File: config.mk
export PLATFORM = sky130hd
export DESIGN_NAME = mm_tag_issuer_flat
export DESIGN_NICKNAME = d
export VERILOG_FILES = /design/src/rtl/mm_tag_issuer_if.sv /design/src/rtl/mm_tag_issuer.sv /design/src/flat_wrapper.sv
export SDC_FILE = /design/constraint.sdc
export NUM_CORES = 1
export LEC_CHECK = 0
export ABC_CLOCK_PERIOD_IN_PS = 2750
export CORE_ASPECT_RATIO = 1.75
export CORE_MARGIN = 3
export CORE_UTILIZATION = 45
export CTS_BUF_LIST = sky130_fd_sc_hd__clkbuf_2 sky130_fd_sc_hd__clkbuf_4 sky130_fd_sc_hd__clkbuf_8
export DETAILED_ROUTE_END_ITERATION = 8
export PLACE_DENSITY = 0.76
export SLEW_MARGIN = 20
export SYNTH_ARGS = -nofsm -noshare
export SYNTH_HDL_FRONTEND = slang
export SYNTH_SLANG_ARGS = --single-unit
File: constraint.sdc
create_clock -name clk -period 2.75 [get_ports clk]
set_input_delay 0.4125 -clock clk [delete_from_list [all_inputs] [get_ports clk]]
set_output_delay 0.4125 -clock clk [all_outputs]
set_load 0.01 [all_outputs]
File: src/rtl/mm_tag_issuer_if.sv
// Job request handshake for the modular-multiplication tag issuer.
// The requester drives the job fields and holds them until it sees ready.
interface mm_tag_issuer_if #(
    parameter int unsigned INFO_W = 8
) ();
    logic              req_valid;
    logic              req_ready;
    logic              req_type;
    logic [INFO_W-1:0] req_info;
    logic              req_last;

    modport master (
        output req_valid,
        output req_type,
        output req_info,
        output req_last,
        input  req_ready
    );

    modport slave (
        input  req_valid,
        input  req_type,
        input  req_info,
        input  req_last,
        output req_ready
    );
endinterface

File: src/rtl/mm_tag_issuer.sv
// Issue side of the 4-entry stage/mm_info tag buffer: issues en_a/en_c strobes with tags,
// spaces issues per job type and holds a credit count refilled by retire strobes.
module mm_tag_issuer #(
    parameter int unsigned DEPTH  = 4,
    parameter int unsigned INFO_W = 8,
    parameter int unsigned GAP_A  = 4,
    parameter int unsigned GAP_C  = 3
) (
    input  logic              clk,
    input  logic              rst,
    mm_tag_issuer_if.slave    req,
    output logic              en_a,
    output logic              en_c,
    output logic [1:0]        stage_num_out,
    output logic [INFO_W-1:0] mm_info_out,
    input  logic              en_out_a,
    input  logic              en_out_c,
    output logic [2:0]        credits,
    output logic              stage_wrap,
    output logic              err_retire
);

    localparam logic [2:0] DepthC = 3'(DEPTH);
    localparam logic [2:0] GapALd = 3'(GAP_A - 1);
    localparam logic [2:0] GapCLd = 3'(GAP_C - 1);

    typedef enum logic [1:0] {
        StIdle,
        StIssue,
        StGap
    } state_e;

    state_e     state_q;
    logic [2:0] gap_cnt_q;
    logic [1:0] stage_q;
    logic       last_q;

    logic accept;
    logic issue;
    logic retire;

    assign req.req_ready = (state_q == StIdle) && (credits != 3'd0);
    assign accept        = req.req_valid && req.req_ready;
    assign issue         = (state_q == StIssue);
    assign retire        = en_out_a || en_out_c;

    always_ff @(posedge clk) begin
        if (rst) begin
            state_q       <= StIdle;
            gap_cnt_q     <= 3'd0;
            stage_q       <= 2'd0;
            last_q        <= 1'b0;
            en_a          <= 1'b0;
            en_c          <= 1'b0;
            stage_num_out <= 2'd0;
            mm_info_out   <= '0;
            stage_wrap    <= 1'b0;
            credits       <= DepthC;
            err_retire    <= 1'b0;
        end else begin
            en_a       <= 1'b0;
            en_c       <= 1'b0;
            stage_wrap <= 1'b0;

            case (state_q)
                StIdle: begin
                    if (accept) begin
                        state_q       <= StIssue;
                        en_a          <= !req.req_type;
                        en_c          <= req.req_type;
                        stage_num_out <= stage_q;
                        mm_info_out   <= req.req_info;
                        last_q        <= req.req_last;
                        // Counter holds GAP-1 during the issue cycle; IDLE is reached
                        // when it hits 0, giving GAP cycles between strobes.
                        gap_cnt_q     <= req.req_type ? GapCLd : GapALd;
                    end
                end
                StIssue: begin
                    if (last_q) begin
                        stage_q    <= stage_q + 2'd1;
                        stage_wrap <= (stage_q == 2'd3);
                    end
                    gap_cnt_q <= (gap_cnt_q == 3'd0) ? 3'd0 : gap_cnt_q - 3'd1;
                    state_q   <= (gap_cnt_q <= 3'd1) ? StIdle : StGap;
                end
                StGap: begin
                    gap_cnt_q <= (gap_cnt_q == 3'd0) ? 3'd0 : gap_cnt_q - 3'd1;
                    if (gap_cnt_q <= 3'd1) begin
                        state_q <= StIdle;
                    end
                end
                default: state_q <= StIdle;
            endcase

            // A retire coinciding with an issue cancels out.
            if (issue && !retire) begin
                credits <= credits - 3'd1;
            end else if (!issue && retire) begin
                if (credits == DepthC) begin
                    err_retire <= 1'b1;
                end else begin
                    credits <= credits + 3'd1;
                end
            end
        end
    end

endmodule

File: src/flat_wrapper.sv
// flat-port wrapper written by rule: the top's interface ports become plain ports
module mm_tag_issuer_flat 
#(
    parameter int unsigned DEPTH  = 4,
    parameter int unsigned INFO_W = 8,
    parameter int unsigned GAP_A  = 4,
    parameter int unsigned GAP_C  = 3
)
  (clk, rst, en_a, en_c, stage_num_out, mm_info_out, en_out_a, en_out_c, credits, stage_wrap, err_retire, req_req_valid, req_req_type, req_req_info, req_req_last, req_req_ready);
  mm_tag_issuer_if #(.INFO_W(INFO_W)) req_i ();
  input  logic clk;
  input  logic rst;
  output logic en_a;
  output logic en_c;
  output logic [1:0] stage_num_out;
  output logic [INFO_W-1:0] mm_info_out;
  input  logic en_out_a;
  input  logic en_out_c;
  output logic [2:0] credits;
  output logic stage_wrap;
  output logic err_retire;
  input wire logic [$bits(req_i.req_valid)-1:0] req_req_valid;
  input wire logic [$bits(req_i.req_type)-1:0] req_req_type;
  input wire logic [$bits(req_i.req_info)-1:0] req_req_info;
  input wire logic [$bits(req_i.req_last)-1:0] req_req_last;
  output wire logic [$bits(req_i.req_ready)-1:0] req_req_ready;
  assign req_i.req_valid = req_req_valid;
  assign req_i.req_type = req_req_type;
  assign req_i.req_info = req_req_info;
  assign req_i.req_last = req_req_last;
  assign req_req_ready = req_i.req_ready;
  mm_tag_issuer #(.DEPTH(DEPTH), .INFO_W(INFO_W), .GAP_A(GAP_A), .GAP_C(GAP_C)) u_core (.clk(clk), .rst(rst), .req(req_i), .en_a(en_a), .en_c(en_c), .stage_num_out(stage_num_out), .mm_info_out(mm_info_out), .en_out_a(en_out_a), .en_out_c(en_out_c), .credits(credits), .stage_wrap(stage_wrap), .err_retire(err_retire));
endmodule
==> results.md, run 1 <==
CTS:
- The number of gates resized after cts is 0.
- The buffer levels on the longest clock path is 2.
- The master cell of the clock root buffer is clkbuf_8.
- The TritonCTS clock tree is done.
- The cts-stage hold buffer count is 0.
- The buffers inserted during post-CTS setup optimization is 0.
- After clock tree synthesis, the clock-pin slew on the worst setup and hold paths is ~0.080 ns.
- The clock sink count is 25.
- The later-pin clock latency in the skew report is between 0.2 and 0.3 ns.
- CTS built an H-tree with a depth of 1.
- The clock buffer count from CTS is 3.

Timing:
- Dividing the final minimum period by the clock period gives 80.5%.
- Counting I/O delays and the setup requirement, the final critical path takes ~2.2 ns.
- Setup repair after global routing left no endpoint under its margin.
- The transition at the pin with the smallest max-transition slack is about 0.58 ns.
- In the post-route analysis, the smallest setup slack over all paths is 0.537 ns.
- The number of max-slew violations in the final report is 0.
- The worst slew margin relative to its limit is between 60% and 70%.
- Setup total negative slack on the finished layout was measured at 0 ns.
- The number of hold-slack violations in the final timing report is 0.
- Setup violations remaining at the end of the flow were counted as 0.
- The upper clock frequency limit is roughly 0.45 GHz.
- Between clock sinks in the finished design, the worst skew comes to 0.00571 ns.

Drt:
- After detailed routing, the number of remaining DRC violations is 0.
- The remaining number of nets flagged by the antenna check after routing is 0.
- The average wire per standard cell is 13.0 um.
- The count of routing violations after the opening detailed-route iteration is 12.
- The first-pass detailed-route iteration total is 4.
- The total via count in the routed design is 1016.
- The total length of routed wires is about 2500 um.
- The uppermost layer routed is met4.
- After detailed routing, the met3 layer carries around 160 um of wire.
- The met1 wire length is ~950 um.
- Summed over all nets, wire length on met2 after detailed routing comes to ~1400 um.
- The per-cell via count in the routed design is roughly 5.2.

Global route:
- The number of antenna violations at the first check in global routing is 0.
- The number of global-route vias before repair is 1027.
- After global routing the overflow that remains totals 0.
- Entering global routing, the biggest net connects 27 pins.
- The first global-routing pass estimated roughly 4200 um of wire.
- The global-route usage over all layers is around 17%.

Finish:
- The final cell count without fillers is around 200.
- In the layout the commonest cells are clkdlybuf4s50_1, nand2_1, dfxtp_1.
- The number of inserted filler cells in the final layout is approximately 230.
- Of the cells placed in the final design, the portion with a size suffix greater than 1 is ~7%.
- In the final layout, the multi-input gates occupy roughly 620 sq um.
- The number of antenna diodes in the final layout is 0.
- From synthesis to final layout, the design area changed by 31.4%.
- The library cell used most frequently in the layout, excluding fill and tap cells, is clkdlybuf4s50_1.
- The final net count is between 150 and 200.
- The sequential cells in the finished layout cover a total of roughly 500 sq um.

Critical path:
- Data on the critical path arrives at its endpoint at between 1.5 and 2 ns.
- Of all nets on the critical path, the largest fanout is 8.
- The sort of element at the end of the critical path is a primary output.
- The worst setup path is launched from a register.
- The worst setup path startpoint is u_core.credits[0].
- For the worst setup path, the data required time is roughly 2.3 ns.
- The critical path class is reg -> out.
- The startpoint of the most critical register-to-register path is u_core.state_q[1].

Synth:
- The count of yosys warnings during synthesis is 0.
- In this run, synthesis inferred 0 flip-flops with an integrated enable.
- The proportion of synthesized flip-flops having asynchronous set or reset is 0%.
- The cell count after synthesis came out at roughly 140.
- Counting flops and latches in the post-synthesis netlist gives 25.
- Among all flip-flop cells after synthesis, the most frequent one is dfxtp_1.
- The average size of a mapped cell is slightly below 9 sq um.
- The number of distinct library cells after synthesis is 35.
- The share of the yosys chip area belonging to registers is between 40% and 50%.
- The cell area after synthesis is 0.00119 sq mm.
- Synthesis produced a netlist with a net count of between 150 and 200.

Min path:
- The path class of the lowest-slack min-delay path is reg -> reg.
- The beginning of the worst hold path is u_core.mm_info_out[1].

Outcome:
- The run finished with clean final reports.

Floorplanning:
- The floorplan core area is ~0.0025 sq mm.
- The floorplan step defined a die boundary enclosing 0.00333 sq mm.
- For this design the top-level I/O count stands at 33.
- The starting density of the core is 47.3%.
- The die extent in x is roughly 45 um.
- After floorplanning, the core was divided into 24 placement rows.
- The vertical die dimension is 74.1 um.

Power and ir drop:
- In this run the static leakage power is between 0.0005 and 0.0006 uW.
- The power per cell area is around 570 mW/mm^2.
- The peak supply drop is ~330 uV.

Placed design:
- Detailed placement ended at an HPWL of around 1900 um.
- OpenSTA, run right after detailed placement, puts the worst setup slack at around 0.30 ns.
- Routability-driven placement finished with a final weighted congestion of between 0.7 and 0.8.
- The count of buffers added on input and output ports is 32.
- After detailed placement, the design holds a cell count of ~190.

Run:
- Across the run, the number of max-cap violations was 0.
-- metal layers --
metal  track usage (%)  vias to the layer above
met3              2.91                        4
met1              16.5                      454
met2              32.5                       32
met5                 0                        -
met4              5.54                        0
li1                  -                      526
-- power breakdown --
part,switching (uW),internal [uW],total [uW]
clock network,106,113,219
logic,126,125,251
registers,26.7,392,419
-- sequential cells by signal, summed over array words and instances (netlist names) --
signal and count:
u_core.err_retire 1, u_core.last_q 1, u_core.stage_wrap 1, u_core.en_c 1
u_core.stage_q 2, u_core.en_a 1, u_core.stage_num_out 2, u_core.state_q 2
u_core.credits 3, u_core.gap_cnt_q 3, u_core.mm_info_out 8
-- final cells by class --
type	instances	share of cell area, %
flip-flops and latches	25	31.9
clock buffers	4	3.12
repair buffers	33	20.9
inverters	11	2.64
well taps	26	2.08
multi-input cells	96	39.3
-- cells by family (layout without fill, tap and decap cells) --
| logic type | after synthesis | in the layout | synth area share (%) |
|---|---|---|---|
| and+or+nand+nor | 53 | 53 | 21.2 |
| AOI/OAI and AO/OA | 33 | 33 | 19.8 |
| DFF | 25 | 25 | 42.0 |
| buffers and inverters | 16 | 48 | 6.40 |
| adders and majority gates | 8 | 8 | 9.02 |
| xor gates and xnor gates | 1 | 1 | 0.735 |
| muxes | 1 | 1 | 0.839 |
-- synth_stat cells (2+ instances only) --
cell	number	area share, %
dfxtp_1	25	42
nand3_1	2	0.84
inv_1	11	3.5
nand2b_1	4	2.1
nor3b_1	2	1.3
buf_4	2	1.3
a21oi_1	18	7.6
nand2_1	27	8.5
o21ai_0	4	1.7
nor3_1	3	1.3
nor2_1	8	2.5
nor2b_1	2	1.0
ha_1	7	7.3
-- metrics by stage --
| stage | instance area, sq um | hold WS, ns | utilization (%) | total power [uW] |
|---|---|---|---|---|
| CTS | 1570 | 0.460 | 62.1 | 902 |
| global route | 1570 | 0.482 | 62.1 | 948 |
| floorplan | 1190 | 0.449 | - | 585 |
| detailed placement | 1520 | 0.448 | 60.2 | 677 |
| finish | 1570 | 0.458 | 62.1 | 889 |
| global placement | 1520 | 0.442 | 60.2 | 669 |
-- path summary, 6_finish.rpt --
check	to	slack (ns)	depth (start not counted)
setup / recovery	req_req_ready	0.54	3
hold / removal	u_core.mm_info_out[1]	0.46	2
setup reg to reg	u_core.credits[2]	0.56	9
hold reg to reg	u_core.mm_info_out[1]	0.46	2
-- critical path, cell delays in order, from the launching register on --
cell	delay (ns)
dfxtp_1	0.40
or3_4	0.45
and2_2	0.21
clkdlybuf4s50_1	0.47
Power figures use the tool's default switching activity.
==> run 2: changes to the inputs <==
- ABC_CLOCK_PERIOD_IN_PS: 2750 -> 1800
- CORE_UTILIZATION: 45 -> 44
- PLACE_DENSITY: 0.76 -> 0.77
- clock period: 2.75 -> 1.8 ns (I/O delays scaled with it)
==> results.md, run 2 (same netlist as run 1, synthesis figures left out) <==
Outcome:
- The run finished with clean final reports.

Drt:
- In the routed layout, each cell is associated on average with a via count of 5.33.
- After detailed routing, the average wire length per cell comes to between 10 and 15 um.
- Before antenna repair, the detailed router went through 4 iterations.
- The total via count in the routed design is roughly 1100.
- The total length of routed wires is about 2700 um.
- The remaining number of nets flagged by the antenna check after routing is 0.
- For this run, design rule violations remaining after detail routing come to 0.
- The count of routing violations after the opening detailed-route iteration is 36.

Critical path:
- The critical path class is reg -> reg.
- The arrival time at the worst endpoint is between 1.5 and 2 ns.
- The stage delay of the slowest cell on the critical path is approximately 0.34 ns.
- Traced cell by cell, the critical path runs through inv_2 > ha_4 > ha_4 > inv_2 > fa_2 > nor2_2 > o21ai_1 > a21o_1 > a211o_1.
- The data required time at the worst endpoint is roughly 2.0 ns.
- The worst setup path is captured at a register.
- In this run the register-to-register setup slack is 0.03 ns.
- Counting both buffers and inverters, the worst setup path holds a total of 2.
- The slowest stage of the critical path is the fa_2 cell.
- The critical path startpoint category is a register.
- The maximum net fanout on the critical path is 2.
- Grouping stages by cell kind, the critical path spends the most delay in adder cells.

Floorplanning:
- The die extent in x is approximately 45 um.
- The die footprint is around 0.0034 sq mm.
- The vertical die dimension is 74.9 um.
- The number of I/O pins is 33.
- The initial utilization of the core area, before any placement, comes to a little under half.
- The floorplan core area is 0.00255 sq mm.
- The number of cell rows is 24.

Placed design:
- The cell area after placement is ~0.0016 sq mm.
- The pre-CTS setup slack is -0.453 ns.
- The number of port buffers is 32.
- The HPWL reported at the end of detailed placement is roughly 2200 um.
- The final weighted congestion in routability-driven placement is 0.807.

Finish:
- Summing all flip-flop and latch instances after layout gives 504 sq um.
- The register name with the most flops is u_core.mm_info_out.
- The final net count is 207.
- In the layout the commonest cells are clkdlybuf4s50_1, nand2_1, dfxtp_1.
- The most common cell after layout, fill and taps aside is clkdlybuf4s50_1.
- The share of post-route cells with drive strength above 1 is 19.7%.
- The register with the most flip-flops in the layout has 8 of them.
- The final standard cell area without fillers is approximately 0.0017 sq mm.
- The multi-input combinational cells in the finished layout cover a total of 653 sq um.
- In the final layout, the registers with the most flip-flops are u_core.mm_info_out x8, u_core.credits x3, u_core.gap_cnt_q x3.
- Relative to the synthesized area, the layout overhead comes to 43.3%.
- Fill cells in the final layout number approximately 210.
- The repair_antennas step left the layout with diodes totalling 0.

Timing:
- Setup violations remaining at the end of the flow were counted as 0.
- Setup repair after global routing could not meet its margin everywhere.
- In the finished design, the share of the clock period the worst path needs comes to around 98%.
- The shortest period the worst path allows is between 1.5 and 2 ns.
- The number of hold-slack violations in the final timing report was 0.
- Derived from the worst setup path, the maximum achievable clock frequency is 0.566 GHz.
- The worst slew margin relative to its limit is between 70% and 80%.
- The worst clock skew is between 0.008 and 0.009 ns.
- The worst path meets setup with roughly 0.034 ns of slack.
- For the pin with the worst max-slew slack, the measured transition is around 0.34 ns.
- The number of max-slew violations in the final report is 0.

CTS:
- The clock reaches the later pin of the worst-skew pair after 0.27 ns.
- In this run the clock root is driven by a clkbuf_8.
- The number of hold buffers added after CTS was 0.
- The buffer levels on the longest clock path is 2.
- The TritonCTS clock tree is done.
- The total number of H-tree levels is 1.
- CTS saw 25 sinks.
- The clock buffer count from CTS is 3.
- The clock-pin slew on the worst setup and hold paths is about 0.09 ns.

Power and ir drop:
- The share of total power dissipated in combinational logic is 31.2%.
- The switching power as a share of total power is between 30% and 40%.
- The clock network accounts for between 20% and 30% of the total power.
- The peak supply drop is ~500 uV.
- Summed over all nets, the switching power comes to 431 uW.
- Power spread over the standard cell area amounts to around 830 mW/mm^2.
- In this run the static leakage power is between 0.0006 and 0.0007 uW.
- The internal portion of the total power is ~980 uW.
- The relative contribution of sequential cells to total power is between 40 and 50%.

Run:
- The count of max-cap constraint violations is 0.

Min path:
- The worst hold path belongs to the class reg -> reg.

Global route:
- The first global-routing pass estimated 4690 um of wire.
- The number of global-route vias before repair came to 1179.
- The pin count of the biggest net entering global routing is 17.
- The number of antenna violations at the first check in global routing came to 0.
- Global routing used a little under a fifth of the available tracks.
- After global routing the overflow that remains totals 0.
run 2: cell count changes in the layout (fill, tap and decap cells not counted), sizes merged:
cell,change
clkbuf,-1
clkinvlp,+1
dlygate4sd2,+3
buf,+14
clkdlybuf4s50,-3
run 2: path summary, 6_finish.rpt:
path | endpoint | depth (start not counted) | start
worst max-delay path | u_core.credits[2] | 9 | u_core.state_q[1]
worst min-delay path | u_core.mm_info_out[0] | 2 | u_core.mm_info_out[0]
worst max register to register | u_core.credits[2] | 9 | u_core.state_q[1]
worst min register to register | u_core.mm_info_out[0] | 2 | u_core.mm_info_out[0]
run 2: worst min-delay path, stage by stage, from the launching register on:
cell     delay, ns
dfxtp_1       0.32
nand2_1       0.05
a21oi_1       0.05
run 2: final cells by class:
| cell class | instances | share of cell area (%) |
|---|---|---|
| Multi-Input combinational cell | 96 | 38.2 |
| Tap cell | 26 | 1.90 |
| Timing Repair Buffer | 47 | 25.1 |
| Inverter | 11 | 2.42 |
| Clock buffer | 3 | 2.42 |
| Clock inverter | 1 | 0.439 |
| Sequential cell | 25 | 29.5 |
run 2: repair_timing:
action,CTS,global route
pin swaps,3,1
buffers inserted,0,2
gates resized for setup,6,3
hold endpoints to repair,0,0
setup endpoints to repair,2,2
run 2: per-stage QoR:
stage / TNS, ns / hold slack (ns) / cells / util [%] / total power, uW
global placement: -0.399 / 0.441 / 203 / 64.1 / 1070
global route: -0.0515 / 0.493 / 209 / 67.0 / 1500
floorplan: 0 / 0.349 / 137 / - / 907
CTS: 0 / 0.460 / 207 / 66.3 / 1420
finish: 0 / 0.459 / 209 / 67.0 / 1410
detailed placement: -0.645 / 0.447 / 203 / 64.1 / 1090
run 2: power by group through the flow:
stage / combinational, uW / sequential, uW / clock (uW)
after floorplan: 245 / 662 / 0
after global placement: 429 / 644 / 0
after detailed placement: 445 / 648 / 0
after CTS: 443 / 635 / 346
after global routing: 489 / 641 / 369
final: 442 / 636 / 336
run 2: layer usage:
metal | global-route usage (%) | vias to the layer above | share of wire (%) | routed length, um
met5 | 0 | - | 0 | 0
met4 | 8.47 | 0 | 2.0 | 55
met3 | 2.63 | 7 | 5.5 | 150
met2 | 36.4 | 45 | 55 | 1520
met1 | 17.6 | 510 | 37 | 1020
li1 | - | 552 | - | -
==> run 3: changes to the inputs <==
- ABC_CLOCK_PERIOD_IN_PS: 1800 -> 1950
- CORE_UTILIZATION: 44 -> 45
- PLACE_DENSITY: 0.77 -> 0.76
- clock period: 1.8 -> 1.95 ns (I/O delays scaled with it)
==> results.md, run 3 (same netlist as run 1, synthesis figures left out) <==
Timing:
- The worst pin sits at a relative slew slack of approximately 71%.
- Setup violations remaining at the end of the flow were counted as 0.
- The worst path meets setup with ~0.056 ns of slack.
- The transition at the pin with the smallest max-transition slack is between 0.4 and 0.5 ns.
- The number of hold-slack violations in the final timing report came to 0.
- For the final routed database, the setup TNS stands at 0 ns.
- Based on the critical path, the design can be clocked at up to between 0.5 and 0.6 GHz.
- The number of max-slew violations in the final report is 0.
- Dividing the final minimum period by the clock period gives between 90% and 100%.
- The smallest clock period supported by the final layout is computed as 1.89 ns.
- Across the routed clock network, the largest skew measured is between 0.004 and 0.005 ns.

Finish:
- The post-route netlist has approximately 20% of its cells at a drive strength greater than 1.
- In the layout the commonest cells are clkdlybuf4s50_1, nand2_1, dfxtp_1.
- The area growth from synthesis to layout is 42.2%.
- The most common cell after layout, fill and taps aside is clkdlybuf4s50_1.
- The largest registers in the layout are u_core.mm_info_out x8, u_core.credits x3, u_core.gap_cnt_q x3.
- The number of antenna diodes in the final layout is 0.
- Ranked by flip-flop count, first place goes to u_core.mm_info_out.
- Cells fill 67.2% of the core in the end.
- The register with the most flip-flops in the layout has 8 of them.
- The final net count is approximately 210.

Global route:
- The number of global-route vias before repair is about 1100.
- Global routing used around 18% of the available tracks.
- The pin count of the biggest net entering global routing is 27.
- The number of antenna violations at the first check in global routing is 0.
- The first global-routing pass estimated 4420 um of wire.
- For this run the aggregate overflow at the end of global routing stands at 0.

Power and ir drop:
- The switching power as a share of total power is 29.6%.
- Power spread over the standard cell area amounts to roughly 770 mW/mm^2.
- The internal portion of the total power is approximately 910 uW.
- The clock network fraction of design power is between 20% and 30%.
- In this run the power spent charging and discharging nets is between 300 and 400 uW.
- The reported leakage power is roughly 0.00065 uW.
- The power after layout is approximately 1300 uW.
- The relative contribution of sequential cells to total power is between 40% and 50%.
- Across the VDD grid, the largest voltage drop is approximately 500 uV.
- The portion of total power attributed to combinational logic is between 30% and 40%.

CTS:
- The total number of H-tree levels is 1.
- Counting the buffers created by CTS gives 3.
- The TritonCTS clock tree is done.
- The clock net in this run drives a total of 25 sinks.
- Clock-pin slew was measured on the worst setup and hold paths at around 0.080 ns.
- The cell sitting at the root of the clock tree is a clkbuf_8.
- For the worst-skew pair, the clock arrives at the later sink with an insertion delay of around 0.27 ns.
- The clock passes through at most 2 buffers.
- The number of hold buffers added after CTS was 0.

Critical path:
- Across all register-to-register paths, the minimum setup slack is 0.09 ns.
- Along the worst path, the maximum fanout reaches 2.
- The number of cells on the worst reg-to-reg path is 9.
- The worst setup path is launched from an input port.
- The critical path starts at en_out_c.
- The startpoint of the most critical register-to-register path is u_core.state_q[1].
- The worst setup path is captured at a register.
- The worst reg2reg path endpoint is u_core.credits[2].
- Data arrives at the worst endpoint at between 2 and 2.5 ns.
- The critical path class is in -> reg.
- Data on the critical path is required at its endpoint by 2.11 ns.

Floorplanning:
- 33 I/O pins were placed.
- The vertical die dimension is roughly 74 um.
- For this configuration, the core starts out at a cell density of a little under half.
- The die footprint is 0.00333 sq mm.
- The core region is between 0.002 and 0.003 sq mm.
- The number of cell rows is 24.
- The floorplan step set the die width to 44.9 um.

Drt:
- For this run, the detailed router's first-pass iteration total came to 4.
- The first routing iteration left 37 violations.
- The post-detailed-route DRC marker count is 0.
- Across all layers, the routed design uses ~1100 vias.
- The per-cell via count in the routed design is around 5.4.
- Once detail routing completed, the nets flagged for antenna violations numbered 0.
- After detailed routing, the average wire length per cell comes to 13.3 um.
- The routed design has between 2000 and 3000 um of wire.

Placed design:
- Detailed placement ended at an HPWL of about 2000 um.
- Routability-driven placement finished with a final weighted congestion of roughly 0.83.
- At the placement stage, the worst setup path has a slack of -0.334 ns.
- The number of port buffers is 32.

Run:
- The count of max-cap constraint violations is 0.

Outcome:
- The run finished with clean final reports.

Min path:
- The beginning of the worst hold path is u_core.mm_info_out[5].
- The path class of the tightest hold or removal check is reg -> reg.
- The instance count along the most critical hold path is 2.
- The worst hold path endpoint is u_core.mm_info_out[5].
## run 3: changes by cell type in the layout (fill, tap and decap cells not counted)
| cell | before | now |
|---|---|---|
| dlymetal6s2s_1 | 0 | 1 |
| nor2b_1 | 2 | 1 |
| clkinvlp_4 | 1 | 0 |
| dlygate4sd2_1 | 3 | 1 |
| clkdlybuf4s50_1 | 29 | 30 |
| nor2b_2 | 0 | 1 |
| ha_2 | 0 | 1 |
| o21ai_2 | 0 | 1 |
| o21ai_1 | 1 | 0 |
| ha_4 | 2 | 1 |
| buf_4 | 15 | 13 |
| clkbuf_4 | 0 | 1 |
## run 3: repair_timing
| item | CTS | global route |
|---|---|---|
| pin swaps | 1 | 4 |
| gates cloned | 0 | 0 |
| setup buffers | 2 | 1 |
| endpoints found under the setup margin | 2 | 1 |
| resized for setup | 5 | 10 |
## run 3: metrics by stage
stage                     cells  cell area (sq um)  hold slack [ns]
after floorplan             137               1200            0.372
after global placement      200               1590            0.441
after detailed placement    200               1590            0.454
after CTS                   206               1660            0.465
after global routing        207               1700            0.493
final                       207               1700            0.459
## run 3: power groups by stage
stage | logic [uW] | registers [uW] | clock network, uW
4_1_cts | 390 | 585 | 317
5_1_grt | 436 | 593 | 338
6_report | 396 | 587 | 316
3_5_place_dp | 388 | 597 | 0
2_1_floorplan | 218 | 609 | 0
3_3_place_gp | 375 | 595 | 0
## run 3: critical path, cell delays in order
cell and delay, ns:
clkdlybuf4s50_1 0.41, nor2_2 0.16, ha_4 0.16, inv_2 0.04
fa_2 0.38, nor2_4 0.12, o21ai_2 0.06, a21o_1 0.15
a211o_1 0.28
## run 3: layer usage
metal | track usage, % | part of all wire (%) | up-vias
met5 | 0 | 0 | -
met4 | 8.14 | 2.1 | 0
met3 | 2.42 | 4.9 | 7
met2 | 33.8 | 55 | 34
met1 | 17.9 | 38 | 513
li1 | - | - | 554
## run 3: how the worst max path moves through the flow
stage | endpoint | slack (ns) | cells after the start
final | u_core.credits[2] | 0.06 | 9
after global routing | u_core.credits[2] | -0.05 | 9
after CTS | u_core.credits[2] | 0.007 | 9
after detailed placement | u_core.credits[2] | -0.33 | 9
after global placement | u_core.credits[2] | -0.24 | 9
after floorplan | u_core.credits[2] | 0.001 | 9
## run 3: layout make-up
type,instances,area (sq um)
multi-input combinational,96,649
sequential,25,504
tap,26,32.5
fill,213,827
clock buffer,4,48.8
timing repair buffer,45,419
inverter,11,41.3
